File: src/rtl/plru_controller_if.sv
// Request/response and flush handshake between a cache front end and plru_controller.
interface plru_controller_if #(
    parameter int S_INDEX = 4,
    parameter int WAYS    = 4
);
    localparam int WAY_W = $clog2(WAYS);

    logic               req_valid;
    logic               req_ready;
    logic [S_INDEX-1:0] req_set;
    logic               req_hit;
    logic [WAY_W-1:0]   req_hit_way;
    logic               resp_valid;
    logic [S_INDEX-1:0] resp_set;
    logic [WAY_W-1:0]   resp_way;
    logic               resp_miss;
    logic               flush_req;
    logic               flush_busy;
    logic               flush_done;

    modport master (
        output req_valid, req_set, req_hit, req_hit_way, flush_req,
        input  req_ready, resp_valid, resp_set, resp_way, resp_miss,
        input  flush_busy, flush_done
    );

    modport slave (
        input  req_valid, req_set, req_hit, req_hit_way, flush_req,
        output req_ready, resp_valid, resp_set, resp_way, resp_miss,
        output flush_busy, flush_done
    );
endinterface

File: src/rtl/plru_controller.sv
// Tree-PLRU controller: read set bits on port 0, report victim/touched way, write back on port 1.
// Optional PLRU_STATS_EN adds saturating hit/miss counters.
//
// state    | meaning
// ---------+-----------------------------------------------------------
// ST_RUN   | accept one access per cycle, S1 writes back the update
// ST_DRAIN | one bubble cycle before flushing, no new accepts
// ST_FLUSH | zero one set per cycle, down-counter hits 0 on the last set
module plru_controller #(
    parameter int S_INDEX = 4,
    parameter int WAYS    = 4,
    parameter int WIDTH   = WAYS - 1
) (
    input  logic               clk,
    input  logic               rst,
    plru_controller_if.slave   bus,
    output logic               lru_csb0,
    output logic               lru_web0,
    output logic [S_INDEX-1:0] lru_addr0,
    output logic [WIDTH-1:0]   lru_din0,
    input  logic [WIDTH-1:0]   lru_dout0,
    output logic               lru_csb1,
    output logic               lru_web1,
    output logic [S_INDEX-1:0] lru_addr1,
    output logic [WIDTH-1:0]   lru_din1
`ifdef PLRU_STATS_EN
    ,
    output logic [31:0]        hit_count,
    output logic [31:0]        miss_count
`endif
);
    localparam int WAY_W = $clog2(WAYS);
    localparam logic [S_INDEX-1:0] CNT_ONE = {{(S_INDEX-1){1'b0}}, 1'b1};

    localparam logic [1:0] ST_RUN   = 2'd0;
    localparam logic [1:0] ST_DRAIN = 2'd1;
    localparam logic [1:0] ST_FLUSH = 2'd2;

    function automatic logic [WAY_W-1:0] f_victim(input logic [WIDTH-1:0] bits);
        int               node;
        logic [WAY_W-1:0] way;
        node = 0;
        way  = '0;
        for (int lvl = 0; lvl < WAY_W; lvl++) begin
            way[WAY_W-1-lvl] = bits[node];
            node = 2 * node + 1 + int'(bits[node]);
        end
        return way;
    endfunction

    // Every node on the way's path is pointed at the opposite subtree.
    function automatic logic [WIDTH-1:0] f_touch(input logic [WIDTH-1:0] bits,
                                                 input logic [WAY_W-1:0] way);
        int               node;
        logic             b;
        logic [WIDTH-1:0] res;
        node = 0;
        res  = bits;
        for (int lvl = 0; lvl < WAY_W; lvl++) begin
            b         = way[WAY_W-1-lvl];
            res[node] = ~b;
            node      = 2 * node + 1 + int'(b);
        end
        return res;
    endfunction

    logic [1:0]         r_state;
    logic               r_s1_valid;
    logic [S_INDEX-1:0] r_s1_set;
    logic               r_s1_hit;
    logic [WAY_W-1:0]   r_s1_way;
    logic [S_INDEX-1:0] r_flush_left;

    logic               w_run;
    logic               w_accept;
    logic               w_flushing;
    logic               w_last;
    logic [WAY_W-1:0]   w_way;
    logic [WIDTH-1:0]   w_touch;

    assign w_run      = (r_state == ST_RUN);
    assign w_accept   = w_run && !bus.flush_req && bus.req_valid;
    assign w_flushing = (r_state == ST_FLUSH);
    assign w_last     = w_flushing && (r_flush_left == '0);
    assign w_way      = r_s1_hit ? r_s1_way : f_victim(lru_dout0);
    assign w_touch    = f_touch(lru_dout0, w_way);

    assign bus.req_ready  = w_run && !bus.flush_req;
    assign bus.resp_valid = r_s1_valid;
    assign bus.resp_set   = r_s1_set;
    assign bus.resp_way   = w_way;
    assign bus.resp_miss  = !r_s1_hit;
    assign bus.flush_busy = w_flushing;
    assign bus.flush_done = w_last;

    assign lru_csb0  = !w_accept;
    assign lru_web0  = 1'b1;
    assign lru_addr0 = w_accept ? bus.req_set : '0;
    assign lru_din0  = '0;

    // S1 and flush writes never overlap: nothing is accepted in DRAIN or FLUSH.
    assign lru_csb1  = !(r_s1_valid || w_flushing);
    assign lru_web1  = !(r_s1_valid || w_flushing);
    assign lru_addr1 = w_flushing ? ~r_flush_left : r_s1_set;
    assign lru_din1  = w_flushing ? '0 : w_touch;

    always_ff @(posedge clk) begin
        if (rst) begin
            r_state      <= ST_RUN;
            r_s1_valid   <= 1'b0;
            r_s1_set     <= '0;
            r_s1_hit     <= 1'b0;
            r_s1_way     <= '0;
            r_flush_left <= '0;
        end else begin
            r_s1_valid <= w_accept;
            if (w_accept) begin
                r_s1_set <= bus.req_set;
                r_s1_hit <= bus.req_hit;
                r_s1_way <= bus.req_hit_way;
            end
            case (r_state)
                ST_RUN: begin
                    if (bus.flush_req) r_state <= ST_DRAIN;
                end
                ST_DRAIN: begin
                    r_flush_left <= '1;
                    r_state      <= ST_FLUSH;
                end
                ST_FLUSH: begin
                    if (r_flush_left == '0) r_state <= ST_RUN;
                    else r_flush_left <= r_flush_left - CNT_ONE;
                end
                default: r_state <= ST_RUN;
            endcase
        end
    end

`ifdef PLRU_STATS_EN
    always_ff @(posedge clk) begin
        if (rst || (w_run && bus.flush_req)) begin
            hit_count  <= '0;
            miss_count <= '0;
        end else if (r_s1_valid) begin
            if (r_s1_hit && (hit_count != 32'hFFFF_FFFF))
                hit_count <= hit_count + 32'd1;
            if (!r_s1_hit && (miss_count != 32'hFFFF_FFFF))
                miss_count <= miss_count + 32'd1;
        end
    end
`endif
endmodule

File: src/flat_wrapper.sv
// flat-port wrapper written by rule: the top's interface ports become plain ports
module plru_controller_flat 
#(
    parameter int S_INDEX = 4,
    parameter int WAYS    = 4,
    parameter int WIDTH   = WAYS - 1
)
  (clk, rst, lru_csb0, lru_web0, lru_addr0, lru_din0, lru_dout0, lru_csb1, lru_web1, lru_addr1, lru_din1, bus_req_valid, bus_req_set, bus_req_hit, bus_req_hit_way, bus_flush_req, bus_req_ready, bus_resp_valid, bus_resp_set, bus_resp_way, bus_resp_miss, bus_flush_busy, bus_flush_done);
  plru_controller_if #(.S_INDEX(S_INDEX), .WAYS(WAYS)) bus_i ();
  input  logic clk;
  input  logic rst;
  output logic lru_csb0;
  output logic lru_web0;
  output logic [S_INDEX-1:0] lru_addr0;
  output logic [WIDTH-1:0] lru_din0;
  input  logic [WIDTH-1:0] lru_dout0;
  output logic lru_csb1;
  output logic lru_web1;
  output logic [S_INDEX-1:0] lru_addr1;
  output logic [WIDTH-1:0] lru_din1;
  input wire logic [$bits(bus_i.req_valid)-1:0] bus_req_valid;
  input wire logic [$bits(bus_i.req_set)-1:0] bus_req_set;
  input wire logic [$bits(bus_i.req_hit)-1:0] bus_req_hit;
  input wire logic [$bits(bus_i.req_hit_way)-1:0] bus_req_hit_way;
  input wire logic [$bits(bus_i.flush_req)-1:0] bus_flush_req;
  output wire logic [$bits(bus_i.req_ready)-1:0] bus_req_ready;
  output wire logic [$bits(bus_i.resp_valid)-1:0] bus_resp_valid;
  output wire logic [$bits(bus_i.resp_set)-1:0] bus_resp_set;
  output wire logic [$bits(bus_i.resp_way)-1:0] bus_resp_way;
  output wire logic [$bits(bus_i.resp_miss)-1:0] bus_resp_miss;
  output wire logic [$bits(bus_i.flush_busy)-1:0] bus_flush_busy;
  output wire logic [$bits(bus_i.flush_done)-1:0] bus_flush_done;
  assign bus_i.req_valid = bus_req_valid;
  assign bus_i.req_set = bus_req_set;
  assign bus_i.req_hit = bus_req_hit;
  assign bus_i.req_hit_way = bus_req_hit_way;
  assign bus_i.flush_req = bus_flush_req;
  assign bus_req_ready = bus_i.req_ready;
  assign bus_resp_valid = bus_i.resp_valid;
  assign bus_resp_set = bus_i.resp_set;
  assign bus_resp_way = bus_i.resp_way;
  assign bus_resp_miss = bus_i.resp_miss;
  assign bus_flush_busy = bus_i.flush_busy;
  assign bus_flush_done = bus_i.flush_done;
  plru_controller #(.S_INDEX(S_INDEX), .WAYS(WAYS), .WIDTH(WIDTH)) u_core (.clk(clk), .rst(rst), .bus(bus_i), .lru_csb0(lru_csb0), .lru_web0(lru_web0), .lru_addr0(lru_addr0), .lru_din0(lru_din0), .lru_dout0(lru_dout0), .lru_csb1(lru_csb1), .lru_web1(lru_web1), .lru_addr1(lru_addr1), .lru_din1(lru_din1));
endmodule
File: config.mk
export PLATFORM = sky130hd
export DESIGN_NAME = plru_controller_flat
export DESIGN_NICKNAME = d
export VERILOG_FILES = /design/src/rtl/plru_controller_if.sv /design/src/rtl/plru_controller.sv /design/src/flat_wrapper.sv
export SDC_FILE = /design/constraint.sdc
export NUM_CORES = 1
export LEC_CHECK = 0
export BUFFER_PORTS_ARGS = -buffer_cell sky130_fd_sc_hd__buf_2
export CAP_MARGIN = 20
export CORE_ASPECT_RATIO = 1.4
export CORE_MARGIN = 2
export CORE_UTILIZATION = 44
export DETAILED_ROUTE_END_ITERATION = 6
export PLACE_DENSITY = 0.87
export SLEW_MARGIN = 20
export SYNTH_ARGS = -nofsm -noshare
export SYNTH_HDL_FRONTEND = slang
export SYNTH_SLANG_ARGS = --single-unit
export TNS_END_PERCENT = 5
File: constraint.sdc
create_clock -name clk -period 2 [get_ports clk]
set_input_delay 0.6 -clock clk [delete_from_list [all_inputs] [get_ports clk]]
set_output_delay 0.6 -clock clk [all_outputs]
set_load 0.01 [all_outputs]
==> results.txt, run 1 <==
Final antenna-violating net count: 0
Initial DRT Pass Iterations: 4
Cells after DPL: 170
First-pass GRT wire length: 3546 um
Most common cell in the netlist: nand2_1
Arr. time, crit path: 1.43 ns
Violated checks: negative setup slack
Synth warn: 0
Top cells by count, synth: nand2_1 (23), dfxtp_1 (14), inv_1 (10), a21oi_1 (9)
Register area share after synthesis: 0.3333
Count of distinct cell types in the synthesized netlist: 31
Unrepaired setup endpoints after global routing: true
CTS clk-pin slew, worst paths: 0.09 ns
Slew Limit Fails: 0
Max Cap Violations: 0
DR vias: 926
Port Buf Inserts: 38
Final Setup Violations: 2
Number of antenna diodes: 0
Post-route clock skew: 0.002331 ns
Overall routing resource usage: 0.2190
Drt initial violations: 11
DRC: 0
Worst Path Class, Setup: reg -> out
Final Cell Area: 1167 sq um
Initial Util: 0.4726
Max incr delay on CP: 0.38 ns
Die width: 40.95 um
Post-DP HPWL: 1684 um
Htree depth: 1
Top FF cell, synth: dfxtp_1
Status: finished with violations
Largest net degree at the start of global routing: 15
Worst Reg-to-Reg Cells: 6
Synth area leaders: dfxtp_1 (33%), nand2_1 (10%), a21oi_1 (5.4%)
Max clock buf depth: 2
GP Congestion: 0.8283
Max Fanout on Critical Path: 2
Die Area: 2282 sq um
Ports: 43
CTS Sinks: 14
Yosys top cell by area: dfxtp_1
Initial antenna violation count: 0
Required @ worst endpoint: 1.40 ns
Final min period: 2.026 ns
Post-cts hold buffer count: 0
Fill count: 169
Vias/cell: 5.144
Worst hold path depth: 2
Crit. End Element: output port
Cell breakdown of the critical path: inv_2 > ha_4 > or3b_4 > nor2_2 > buf_2
Area share of the largest cell type after synthesis: 0.3333
Placement Cell Area: 1049 sq um
Fmax: 493.5 MHz
CP max stage cell: or3b_4
Num rows: 18
Peak supply drop: 591.2 uV
Hold/Removal Path Class: reg -> reg
Clock Tree Root: clkbuf_4
Final hold viol count: 0
Die Y: 55.73 um
Cells after Synth: 114
Worst hold margin: 0.4710 ns
Synthesized area per cell: 7.375 sq um
Routed wire length: 2279 um
Non-Filler Instances: 180
CTS Buf Count: 3
Share of layout cells above drive strength 1: 0.4375
Seq cells post-synth: 14
Vias in the first global route: 854
Area of the multi-input gates: 491.7 sq um
Ys async rst share: 0
PD cells: 671.5 nW/um^2
Clock latency on the worst-skew pair: 0.29 ns
Core area: 1779 sq um
Final period utilization: 1.013
Mapped Area: 840.8 sq um
Layout Area Growth over Synthesis: 38.84%
EDFF count, synth: 0
Pleak: 0.5911 nW
CTS tree: done
Sequential cell area: 286.5 sq um
Type of origin of the critical path: register
WL/cell: 12.66 um
Total gr overflow: 0
Nets: 177
Final WS setup: -0.02641 ns
power by group:
| group | switching, mW | internal (mW) | total [mW] |
|---|---|---|---|
| clock network | 0.0974 | 0.111 | 0.208 |
| logic | 0.129 | 0.125 | 0.253 |
| registers | 0.0227 | 0.299 | 0.322 |
| total | 0.249 | 0.535 | 0.784 |
path summary, 6_finish.rpt:
| kind | to | slack [ns] | startpoint |
|---|---|---|---|
| worst max-delay path | bus_flush_done | -0.03 | u_core.r_flush_left[1] |
| worst max register to register | u_core.r_flush_left[1] | 0.35 | u_core.r_flush_left[1] |
| worst min register to register | u_core.bus.resp_set[3] | 0.47 | u_core.bus.resp_set[3] |
| worst min-delay path | u_core.bus.resp_set[3] | 0.47 | u_core.bus.resp_set[3] |
logic make-up after synthesis:
group                      Yosys count  share of synthesized area
AOI/OAI and AO/OA                   25                     0.1741
xor gates and xnor gates             2                    0.02084
adders and majority gates            2                    0.02976
buffers and inverters               21                     0.1205
DFF                                 14                     0.3333
muxes                                3                    0.03720
other                                2                   0.008932
and+or+nand+nor                     45                     0.2753
per-layer routing:
metal,vias to the layer above,global-route usage,part of all wire
met4,0,0.1048,0.023
met1,411,0.2236,0.36
li1,463,-,-
met3,7,0.02000,0.068
met2,45,0.3951,0.54
met5,-,0,0
layout make-up:
class                   count  share of cell area
clock buffers               4             0.03108
repair buffers             50              0.2454
inverters                  11             0.03537
flip-flops and latches     14              0.2454
well taps                  20             0.02144
multi-input cells          81              0.4212
registers in the layout, summed over array words and instances (netlist names):
signal	cells
u_core.r_s1_way	2
u_core.r_state	2
u_core.r_flush_left	4
u_core.bus.resp_set	4
u_core.r_s1_hit	1
u_core.bus.resp_valid	1
per-stage QoR:
step	util	TNS [ns]	worst slack [ns]	power, mW
floorplan	-	0	0.2004	0.4604
global placement	0.5893	0	0.03439	0.5264
detailed placement	0.5893	0	0.008786	0.5374
CTS	0.6421	-0.04014	-0.04014	0.7699
global route	0.6561	-0.2666	-0.07679	0.8260
finish	0.6561	-0.04194	-0.02641	0.7839
critical path, delay by kind of cell (launching register included):
kind                       cells  cell delay (ns)
adders and majority gates      1             0.13
buffers and inverters          2             0.20
DFF                            1             0.34
and+or+nand+nor                2             0.46
repair_timing:
action                     4_1_cts  5_1_grt
gates resized for setup          9        6
setup endpoints to repair        8        7
buffers inserted                 5        1
gates cloned                     0        0
pin swaps                        2        2
layout by cell type (no fill, tap or decap), drive strengths merged, types with 2 or more instances in the layout:
master,netlist,routed
mux2i,2,2
nor2,8,8
a221oi,2,2
conb,2,4
nand2b,3,3
clkbuf,2,4
nand2,23,23
nor2b,4,4
inv,11,11
a21oi,9,9
ha,2,2
a31oi,2,2
buf,8,50
dfxtp,14,14
o21ai,8,8
nor4b,2,2
Note: power is estimated with default switching activity, not from simulation.
==> inputs of run 2 (changes only) <==
--- a/config.mk
+++ b/config.mk
@@ -12,6 +12,7 @@
 export CORE_UTILIZATION = 44
 export DETAILED_ROUTE_END_ITERATION = 6
 export PLACE_DENSITY = 0.87
+export REMOVE_ABC_BUFFERS = 1
 export SLEW_MARGIN = 20
 export SYNTH_ARGS = -nofsm -noshare
 export SYNTH_HDL_FRONTEND = slang
==> results.txt, run 2 (same netlist as run 1, synthesis figures left out) <==
Layout Area Growth over Synthesis: 38.84% (unchanged)
Vias in the first global route: 829 (was 854)
Commonest non-fill, non-tap cells in the layout: buf_2 (38), nand2_1 (23), buf_4 (13), dfxtp_1 (10), a21oi_1 (9) (was buf_2 (37), nand2_1 (22), buf_4 (12), a21oi_1 (9), dfxtp_1 (9))
Cell breakdown of the critical path: inv_4 > ha_4 > or3b_4 > nor2_2 > buf_2 (was inv_2 > ha_4 > or3b_4 > nor2_2 > buf_2)
Clock Tree Root: clkbuf_4 (unchanged)
Die width: 40.95 um (unchanged)
Commonest non-fill, non-tap cell in the layout: buf_2 (unchanged)
Post-DP HPWL: 1537 um (was 1684 um)
R2R setup slack: 0.29 ns (was 0.35 ns)
CTS Sinks: 14 (unchanged)
Overall routing resource usage: 0.1985 (was 0.2190)
Unrepaired setup endpoints after global routing: true (unchanged)
Required @ worst endpoint: 1.40 ns (about the same)
Final period utilization: 1.005 (was 1.013)
Final WS setup: -0.01071 ns (was -0.02641 ns)
Max clock buf depth: 2 (unchanged)
Initial antenna violation count: 0 (unchanged)
CTS tree: done (unchanged)
First-pass GRT wire length: 3263 um (was 3546 um)
Port Buf Inserts: 38 (unchanged)
Max Fanout on Critical Path: 2 (unchanged)
Crit. End Element: output port (unchanged)
CTS clk-pin slew, worst paths: 0.07 ns (was 0.09 ns)
Worst hold path depth: 2 (unchanged)
Max incr delay on CP: 0.39 ns (was 0.38 ns)
Switching power: 0.2329 mW (was 0.2489 mW)
Worst hold margin: 0.4797 ns (was 0.4710 ns)
DRC: 0 (unchanged)
Clock latency on the worst-skew pair: 0.27 ns (was 0.29 ns)
Core area: 1779 sq um (unchanged)
Post-cts hold buffer count: 0 (unchanged)
Pleak: 0.5912 nW (was 0.5911 nW)
Initial Util: 0.4726 (unchanged)
CTS Buf Count: 3 (unchanged)
Internal power: 0.5037 mW (was 0.5350 mW)
Max Cap Violations: 0 (unchanged)
GP Congestion: 0.6941 (was 0.8283)
Worst Reg-to-Reg Cells: 7 (was 6)
Worst Path Class, Setup: reg -> out (unchanged)
DR vias: 950 (was 926)
WL/cell: 12.09 um (was 12.66 um)
Overall power: 0.7366 mW (was 0.7839 mW)
Initial DRT Pass Iterations: 4 (unchanged)
Sequential cell area: 287.8 sq um (was 286.5 sq um)
Die Area: 2282 sq um (unchanged)
Routed wire length: 2189 um (was 2279 um)
Post-route clock skew: 0.01126 ns (was 0.002331 ns)
Violated checks: negative setup slack (unchanged)
CP max stage cell: or3b_4 (unchanged)
Slew Limit Fails: 0 (unchanged)
Final Setup Violations: 1 (was 2)
Utilization after layout: 0.6561 (unchanged)
Area of the multi-input gates: 489.2 sq um (was 491.7 sq um)
Sw frac: 0.3162 (was 0.3175)
Number of antenna diodes: 0 (unchanged)
Final antenna-violating net count: 0 (unchanged)
Fill count: 169 (unchanged)
Drt initial violations: 33 (was 11)
Num rows: 18 (unchanged)
Ports: 43 (unchanged)
Final hold viol count: 0 (unchanged)
Flop pwr share: 0.434 (was 0.411)
Hold/Removal Path Class: reg -> reg (unchanged)
Placement Cell Area: 1041 sq um (was 1049 sq um)
Fmax: 497.3 MHz (was 493.5 MHz)
Clk network pwr share: 0.204 (was 0.266)
Type of origin of the critical path: register (unchanged)
Final min period: 2.011 ns (was 2.026 ns)
Status: finished with violations (unchanged)
Largest net degree at the start of global routing: 15 (unchanged)
Pre-CTS setup slack: 0.04351 ns (was 0.008786 ns)
Power share of the combinational group: 0.362 (was 0.323)
Htree depth: 1 (unchanged)
Arr. time, crit path: 1.41 ns (was 1.43 ns)
Peak supply drop: 444.1 uV (was 591.2 uV)
Total gr overflow: 0 (unchanged)
Vias/cell: 5.249 (was 5.144)
Nets: 179 (was 177)
PD cells: 631.0 nW/um^2 (was 671.5 nW/um^2)
Die Y: 55.73 um (unchanged)
Share of layout cells above drive strength 1: 0.4224 (was 0.4375)
Final Cell Area: 1167 sq um (unchanged)
[run 2: stage by stage]
step,setup TNS [ns],cells
after global placement,0,169
after floorplan,0,106
after CTS,-0.02614,178
after global routing,-0.1450,181
after detailed placement,0,169
final,-0.01071,181
[run 2: critical path, delay by kind of cell (launching register included)]
| family | cells | cell delay [ns] |
|---|---|---|
| buffers and inverters | 2 | 0.20 |
| adder cells (fa/ha/maj) | 1 | 0.13 |
| flip-flops | 1 | 0.36 |
| AND/OR/NAND/NOR | 2 | 0.48 |
[run 2: cell type report]
| cell class | count | area share |
|---|---|---|
| inverter | 11 | 0.03751 |
| tap | 20 | 0.02144 |
| sequential | 14 | 0.2465 |
| timing repair buffer | 52 | 0.2562 |
| multi-input combinational | 81 | 0.4191 |
| clock buffer | 3 | 0.01929 |
[run 2: power by group through the flow]
stage	sequential (mW)	clock, mW	combinational, mW
2_1_floorplan	0.326	0	0.120
3_3_place_gp	0.323	0	0.202
3_5_place_dp	0.324	0	0.210
4_1_cts	0.319	0.157	0.244
5_1_grt	0.323	0.170	0.294
6_report	0.320	0.150	0.267
[run 2: timing repair]
| action | 4_1_cts | 5_1_grt |
|---|---|---|
| setup endpoints to repair | 9 | 9 |
| setup buffers | 6 | 3 |
| pin swaps | 2 | 2 |
| resized for setup | 10 | 5 |
[run 2: final timing paths]
check | start | endpoint
worst max-delay path | u_core.r_flush_left[0] | bus_flush_done
worst min-delay path | u_core.r_s1_way[0] | u_core.r_s1_way[0]
worst max register to register | u_core.r_flush_left[0] | u_core.r_flush_left[0]
worst min register to register | u_core.r_s1_way[0] | u_core.r_s1_way[0]
[run 2: per-layer routing]
layer / track usage / part of all wire
met5: 0 / 0
met4: 0.1048 / 0.016
met3: 0.02800 / 0.078
met2: 0.3371 / 0.54
met1: 0.2150 / 0.37
